<file path="src/rtl/ps_bc_pkg.sv">
// Shared definitions for the bus-connect arbiter: requester indices, FSM state type
// and the default watchdog hold limit.
package ps_bc_pkg;

    localparam int BC_REQ_STK  = 0;
    localparam int BC_REQ_DM   = 1;
    localparam int BC_REQ_URG  = 2;
    localparam int BC_REQ_HOST = 3;

    localparam int BC_MAXHOLD_DEF = 8;

    typedef enum logic {
        BC_IDLE = 1'b0,
        BC_OWN  = 1'b1
    } bc_state_e;

endpackage

</file>
<file path="src/rtl/ps_bc_rr_pick.sv">
// Combinational winner selection: requester 0 has fixed priority, the rest are
// scanned round-robin starting at rr_ptr_i (which is always in 1..NREQ-1).
module ps_bc_rr_pick #(
    parameter int NREQ = 4
) (
    input  logic [NREQ-1:0]         req_i,
    input  logic [$clog2(NREQ)-1:0] rr_ptr_i,
    output logic                    found_o,
    output logic [$clog2(NREQ)-1:0] winner_o
);
    localparam int IW = $clog2(NREQ);

    int idx;

    always_comb begin
        found_o  = 1'b0;
        winner_o = '0;
        idx      = 0;
        if (req_i[0]) begin
            found_o = 1'b1;
        end else begin
            for (int k = 0; k < NREQ - 1; k++) begin
                // Wrap within 1..NREQ-1 so the stack port is never revisited here.
                idx = int'(rr_ptr_i) + k;
                if (idx > NREQ - 1) idx = idx - (NREQ - 1);
                if (!found_o && req_i[IW'(idx)]) begin
                    found_o  = 1'b1;
                    winner_o = IW'(idx);
                end
            end
        end
    end

endmodule

</file>
<file path="src/rtl/ps_bc_arbiter.sv">
// Bus-connect arbiter: one owner at a time, lock-extended grants bounded by a
// watchdog hold limit, registered one-hot grant and encoded owner.
//
// state    | meaning
// BC_IDLE  | no owner, arbitrate every cycle
// BC_OWN   | grant active; keep while locked and under MAXHOLD, else re-arbitrate
module ps_bc_arbiter
    import ps_bc_pkg::*;
#(
    parameter int NREQ    = 4,
    parameter int MAXHOLD = BC_MAXHOLD_DEF
) (
    input  logic                    clk,
    input  logic                    rst,
    input  logic [NREQ-1:0]         ps_bc_req,
    input  logic [NREQ-1:0]         ps_bc_lock,
    output logic [NREQ-1:0]         ps_bc_gnt,
    output logic [$clog2(NREQ)-1:0] ps_bc_own,
    output logic                    ps_bc_vld,
    output logic                    ps_bc_tmo
);
    localparam int IW = $clog2(NREQ);
    localparam int HW = $clog2(MAXHOLD + 1);

    bc_state_e       state_q, state_d;
    logic [HW-1:0]   hold_q, hold_d;
    logic [IW-1:0]   rr_q, rr_d;
    logic [NREQ-1:0] gnt_q, gnt_d;
    logic [IW-1:0]   own_q, own_d;
    logic            vld_q, tmo_q, tmo_d;

    logic            lock_own, keep, forced, found;
    logic [NREQ-1:0] req_m;
    logic [IW-1:0]   win;

    always_comb begin
        lock_own = ps_bc_lock[own_q];
        keep     = (state_q == BC_OWN) && lock_own && (hold_q <  HW'(MAXHOLD));
        forced   = (state_q == BC_OWN) && lock_own && (hold_q == HW'(MAXHOLD));
        // A force-released owner sits out exactly one arbitration.
        req_m    = ps_bc_req;
        if (forced) req_m[own_q] = 1'b0;
    end

    ps_bc_rr_pick #(.NREQ(NREQ)) u_pick (
        .req_i    (req_m),
        .rr_ptr_i (rr_q),
        .found_o  (found),
        .winner_o (win)
    );

    always_comb begin
        state_d = state_q;
        hold_d  = hold_q;
        rr_d    = rr_q;
        gnt_d   = gnt_q;
        own_d   = own_q;
        tmo_d   = forced;
        if (keep) begin
            hold_d = hold_q + HW'(1);
        end else if (found) begin
            state_d    = BC_OWN;
            hold_d     = HW'(1);
            gnt_d      = '0;
            gnt_d[win] = 1'b1;
            own_d      = win;
            if (win != '0) rr_d = (win == IW'(NREQ - 1)) ? IW'(1) : win + IW'(1);
        end else begin
            state_d = BC_IDLE;
            hold_d  = '0;
            gnt_d   = '0;
        end
    end

    always_ff @(posedge clk) begin
        if (!rst) begin
            state_q <= BC_IDLE;
            hold_q  <= '0;
            rr_q    <= IW'(1);
            gnt_q   <= '0;
            own_q   <= '0;
            vld_q   <= 1'b0;
            tmo_q   <= 1'b0;
        end else begin
            state_q <= state_d;
            hold_q  <= hold_d;
            rr_q    <= rr_d;
            gnt_q   <= gnt_d;
            own_q   <= own_d;
            vld_q   <= |gnt_d;
            tmo_q   <= tmo_d;
        end
    end

    assign ps_bc_gnt = gnt_q;
    assign ps_bc_own = own_q;
    assign ps_bc_vld = vld_q;
    assign ps_bc_tmo = tmo_q;

endmodule

</file>
<file path="config.mk">
export PLATFORM = sky130hd
export DESIGN_NAME = ps_bc_arbiter
export DESIGN_NICKNAME = d
export VERILOG_FILES = /design/src/rtl/ps_bc_pkg.sv /design/src/rtl/ps_bc_rr_pick.sv /design/src/rtl/ps_bc_arbiter.sv
export SDC_FILE = /design/constraint.sdc
export NUM_CORES = 1
export LEC_CHECK = 0
export ABC_AREA = 1
export CAP_MARGIN = 30
export CORE_MARGIN = 8
export CORE_UTILIZATION = 51
export DETAILED_ROUTE_END_ITERATION = 8
export HOLD_SLACK_MARGIN = 0.03
export PLACE_DENSITY = 0.77
export SYNTH_ARGS = -nofsm -noshare
export SYNTH_HDL_FRONTEND = slang
export SYNTH_HIERARCHICAL = 1
export SYNTH_SLANG_ARGS = --single-unit
</file>
<file path="constraint.sdc">
create_clock -name clk -period 2.9 [get_ports clk]
set_clock_uncertainty 0.15 [all_clocks]
set_input_delay 0.29 -clock clk [delete_from_list [all_inputs] [get_ports clk]]
set_output_delay 0.29 -clock clk [all_outputs]
set_load 0.05 [all_outputs]
</file>
==> flow_summary.ini <==
[drt]
dr.first_iter.drc_count = 70
drt-total-wl_um = 3605
via_per_inst = 5.511
drc = 0
drt_pass1_iterations = 4
antenna_violating_nets_post_route = 0
detailed_route_wire_length_per_cell_um = 16.02
dr_total_vias = 1240

[setup_path]
timing.critical_path.to_type = register
timing.critical_path.max_delay_family = simple AND/OR/NAND/NOR gates
reg2reg_setup_slack_ps = -70
worst_ep_arrival_time_ps = 3000
timing.setup.critical_path_class = register to register
worstPathBufferInverterCount = 6
cp_max_fo = 4
critical_path.slowest_cell = sky130_fd_sc_hd__dfxtp_2
crit_chain = inv_1 -> ha_1 -> nor3b_4 -> nand3_4 -> inv_6 -> a31oi_4 -> inv_2 -> nand2_2 -> nand3_4 -> nand2_4 -> inv_2 -> nand3_2 -> nand2_1 -> nor2_1 -> nor2_2 -> inv_2 -> ha_4 -> nand2_1 -> inv_1 -> nand2_2 -> nand2_1 -> nor2_1 -> a21oi_1
worst_r2r_startpoint = hold_q[0]
r2r-end = ps_bc_vld
reg2reg_depth = 23
crit_required_ps = 2930
critical_path.max_stage_delay_ps = 320
timing.critical_path.from_type = register

[placed_design]
pre_cts_ws_ps = -246.6
placement.io_buffers = 17
finalWeightedCongestion = 0.8390
post-place-cells = 210
dp_hpwl_um = 2065

[synth]
synth.avg_cell_area_sq_um = 6.800
seq_area_frac_synth_pct = 28.67
ys_ff_latch = 15
ys_top_cells_by_area = sky130_fd_sc_hd__dfxtp_1 (29%), sky130_fd_sc_hd__nand2_1 (13%), sky130_fd_sc_hd__inv_1 (10%)
syn_area_sq_um = 1047
post-synth-top-count-cell = sky130_fd_sc_hd__nand2_1
synth.cells.most_frequent = sky130_fd_sc_hd__nand2_1 (37), sky130_fd_sc_hd__inv_1 (28), sky130_fd_sc_hd__dfxtp_1 (15)
synth_largest_area_cell = sky130_fd_sc_hd__dfxtp_1
number_of_nets_produced_by_synthesis = 172
dominantRegCellSynth = sky130_fd_sc_hd__dfxtp_1
synthCells = 154
synth-edff-count = 0
synth_largest_type_area_fraction_pct = 28.67
synth-async-reset-ratio_pct = 0
ys_warn_count = 6
synth.lib_cells_used.distinct = 23

[floorplanning]
core_area_sq_um = 1942
io_pins = 18
chipHeight_um = 61.32
core.rowCount = 16
floorplan.die_area_sq_um = 3760
floorplan.initialDensity_pct = 53.93
die-width_um = 61.32

[cells_and_area]
fin_nets = 217
layout_cells_sized_above_1_pct = 43.94
nFillCells = 109
area.growth.synth_to_final_pct = 59.50
multi_input_area_sq_um = 807.0
finish.cell_count_without_fillers = 225
antenna-diode-count = 0
sequential_area_sq_um = 310.3

[power]
p_leak_nw = 0.7681
clock_power_share_pct = 6.4
p_seq_share_pct = 18.5
p_switching_mw = 0.9913
power.combinational.fraction_pct = 75.1
internal-power_mw = 0.8960
power.switching_fraction_pct = 52.52
power.density_cell_area_nw_per_um2 = 1130
ir_drop_uv = 852.2

[outcome]
outcome = complete, but fails checks
failed_checks = negative setup slack

[clock_tree]
htreeDepth = 1
clk_transition_reported_paths_ps = 90
clock-sinks = 15
number_of_hold_repair_buffers_added_at_the_cts_stage = 0
tritoncts.num_buffers = 3
clock_insertion_delay_worst_skew_ps = 290
cts.root.buffer_cell = sky130_fd_sc_hd__clkbuf_4
tritoncts_clock_tree = yes
cts_buffer_depth = 2

[global_routing]
grt_start_max_net_pins = 10
global_route.usage.total_pct = 14.75
first_global_vias = 1035
grt_antenna_before_repair = 0
first_pass_grt_wire_length_um = 4222
grt_overflow = 0

[min_path]
whs_path_depth = 2
hold-path-endpoint = hold_q[0]
hold_path_class = register to register
hold_path_startpoint = hold_q[0]

[sta]
layout_min_cycle_time_ps = 2971
count_of_pins_over_their_slew_limit = 0
worst_pin_slew_ps = 499.3
final-hold-violation-count = 0
totalNegativeSetupSlack_ps = -115.4
portion_of_the_clock_cycle_consumed_by_the_worst_path_in_the_final_layout_pct = 102.4
timing.final.setup_violations = 2
slew-limit-headroom_pct = 66.61
max_freq_mhz = 336.6
fin_ws_ps = -71.01

[job]
maxCapViolCount = 0
-- flip-flops by register name (all words and copies together), names as in the netlist --
signal / count
hold_q: 4
ps_bc_gnt: 4
ps_bc_own: 2
state_q: 1
ps_bc_tmo: 1
ps_bc_vld: 1
rr_q: 2
-- worst reg2reg max path, delay by kind of cell, from the launching register on --
family          cells  cell delay (ps)
fa+ha+maj           2              330
simple gates       13             1310
flops               1              320
compound gates      2              230
buf+inv             6              510
-- cells by family (layout without fill, tap and decap cells) --
kind of cell | after synthesis | after routing | synth area share, %
XOR/XNOR | 1 | 1 | 0.8365
flip-flops | 15 | 15 | 28.67
buffers and inverters | 33 | 77 | 11.83
AO/OA/AOI/OAI | 20 | 20 | 10.51
adder cells (fa/ha/maj) | 8 | 8 | 9.558
AND/OR/NAND/NOR | 77 | 77 | 38.59
-- placed cells by master (no fill, tap or decap) --
| master | instances |
|---|---|
| sky130_fd_sc_hd__nand3_4 | 3 |
| sky130_fd_sc_hd__ha_1 | 4 |
| sky130_fd_sc_hd__nor2_4 | 2 |
| sky130_fd_sc_hd__dfxtp_4 | 2 |
| sky130_fd_sc_hd__dfxtp_2 | 2 |
| sky130_fd_sc_hd__nand4_1 | 4 |
| sky130_fd_sc_hd__buf_6 | 3 |
| sky130_fd_sc_hd__dfxtp_1 | 11 |
| sky130_fd_sc_hd__nand2_4 | 2 |
| sky130_fd_sc_hd__inv_2 | 11 |
| sky130_fd_sc_hd__nand2_2 | 18 |
| sky130_fd_sc_hd__clkinv_2 | 1 |
| sky130_fd_sc_hd__xnor2_1 | 1 |
| sky130_fd_sc_hd__nor3b_4 | 1 |
| sky130_fd_sc_hd__o21ai_1 | 2 |
| sky130_fd_sc_hd__inv_1 | 19 |
| sky130_fd_sc_hd__ha_2 | 1 |
| sky130_fd_sc_hd__a21oi_2 | 1 |
| sky130_fd_sc_hd__nand3_2 | 4 |
| sky130_fd_sc_hd__nor2_2 | 2 |
| sky130_fd_sc_hd__o21ai_0 | 3 |
| sky130_fd_sc_hd__nor3_1 | 1 |
| sky130_fd_sc_hd__clkbuf_4 | 3 |
| sky130_fd_sc_hd__nand3b_1 | 1 |
| sky130_fd_sc_hd__ha_4 | 3 |
| sky130_fd_sc_hd__clkdlybuf4s50_1 | 17 |
| sky130_fd_sc_hd__a31oi_4 | 5 |
| sky130_fd_sc_hd__a21oi_1 | 9 |
| sky130_fd_sc_hd__buf_4 | 20 |
| sky130_fd_sc_hd__nand2_1 | 25 |
| sky130_fd_sc_hd__clkinvlp_4 | 1 |
| sky130_fd_sc_hd__nor2_1 | 8 |
| sky130_fd_sc_hd__inv_6 | 2 |
| sky130_fd_sc_hd__nand3_1 | 6 |
-- cell type report --
class / instances / area share, %
Inverter: 33 / 8.240
Clock inverter: 1 / 0.2996
Multi-Input combinational cell: 106 / 48.31
Tap cell: 27 / 2.022
Sequential cell: 15 / 18.58
Timing Repair Buffer: 40 / 21.20
Clock buffer: 3 / 1.348
-- power groups by stage --
stage          registers [mW]  logic (mW)  clock network, mW
2_1_floorplan           0.451       0.569                  0
3_3_place_gp            0.330       0.974                  0
3_5_place_dp            0.333        1.01                  0
4_1_cts                 0.329        1.03              0.121
5_1_grt                 0.354        1.50              0.135
6_report                0.350        1.42              0.121
-- repair_timing --
item	4_1_cts	5_1_grt
resized for setup	3	54
hold endpoints to repair	0	0
setup endpoints to repair	2	7
buffers inserted	1	10
pin swaps	1	21
-- metrics by stage --
step           total power, mW  util (%)  instance area, sq um  hold WS (ps)
3_3_place_gp             1.303     69.20                  1344         312.6
5_1_grt                  1.988     86.02                  1670         407.1
6_report                 1.887     86.02                  1670         384.5
2_1_floorplan            1.020         -                  1050         270.9
4_1_cts                  1.476     71.65                  1391         342.8
3_5_place_dp             1.338     69.20                  1344         333.0
-- worst max-delay path by stage --
stage / start / end / cells after the start
after floorplan: ps_bc_own[0] / rr_q[0] / 21
after global placement: ps_bc_lock[3] / ps_bc_vld / 22
after detailed placement: ps_bc_lock[3] / ps_bc_vld / 25
after CTS: hold_q[1] / ps_bc_vld / 23
after global routing: ps_bc_own[0] / ps_bc_vld / 25
final: hold_q[0] / ps_bc_vld / 23
-- layer usage --
metal | up-vias | global-route usage, % | share of wire [%]
li1 | 580 | - | -
met2 | 55 | 27.46 | 55
met4 | 0 | 4.983 | 3.1
met5 | - | 0 | 0
met3 | 22 | 3.967 | 5.0
met1 | 583 | 15.38 | 37
No activity file was read; power rests on OpenSTA's default activity.
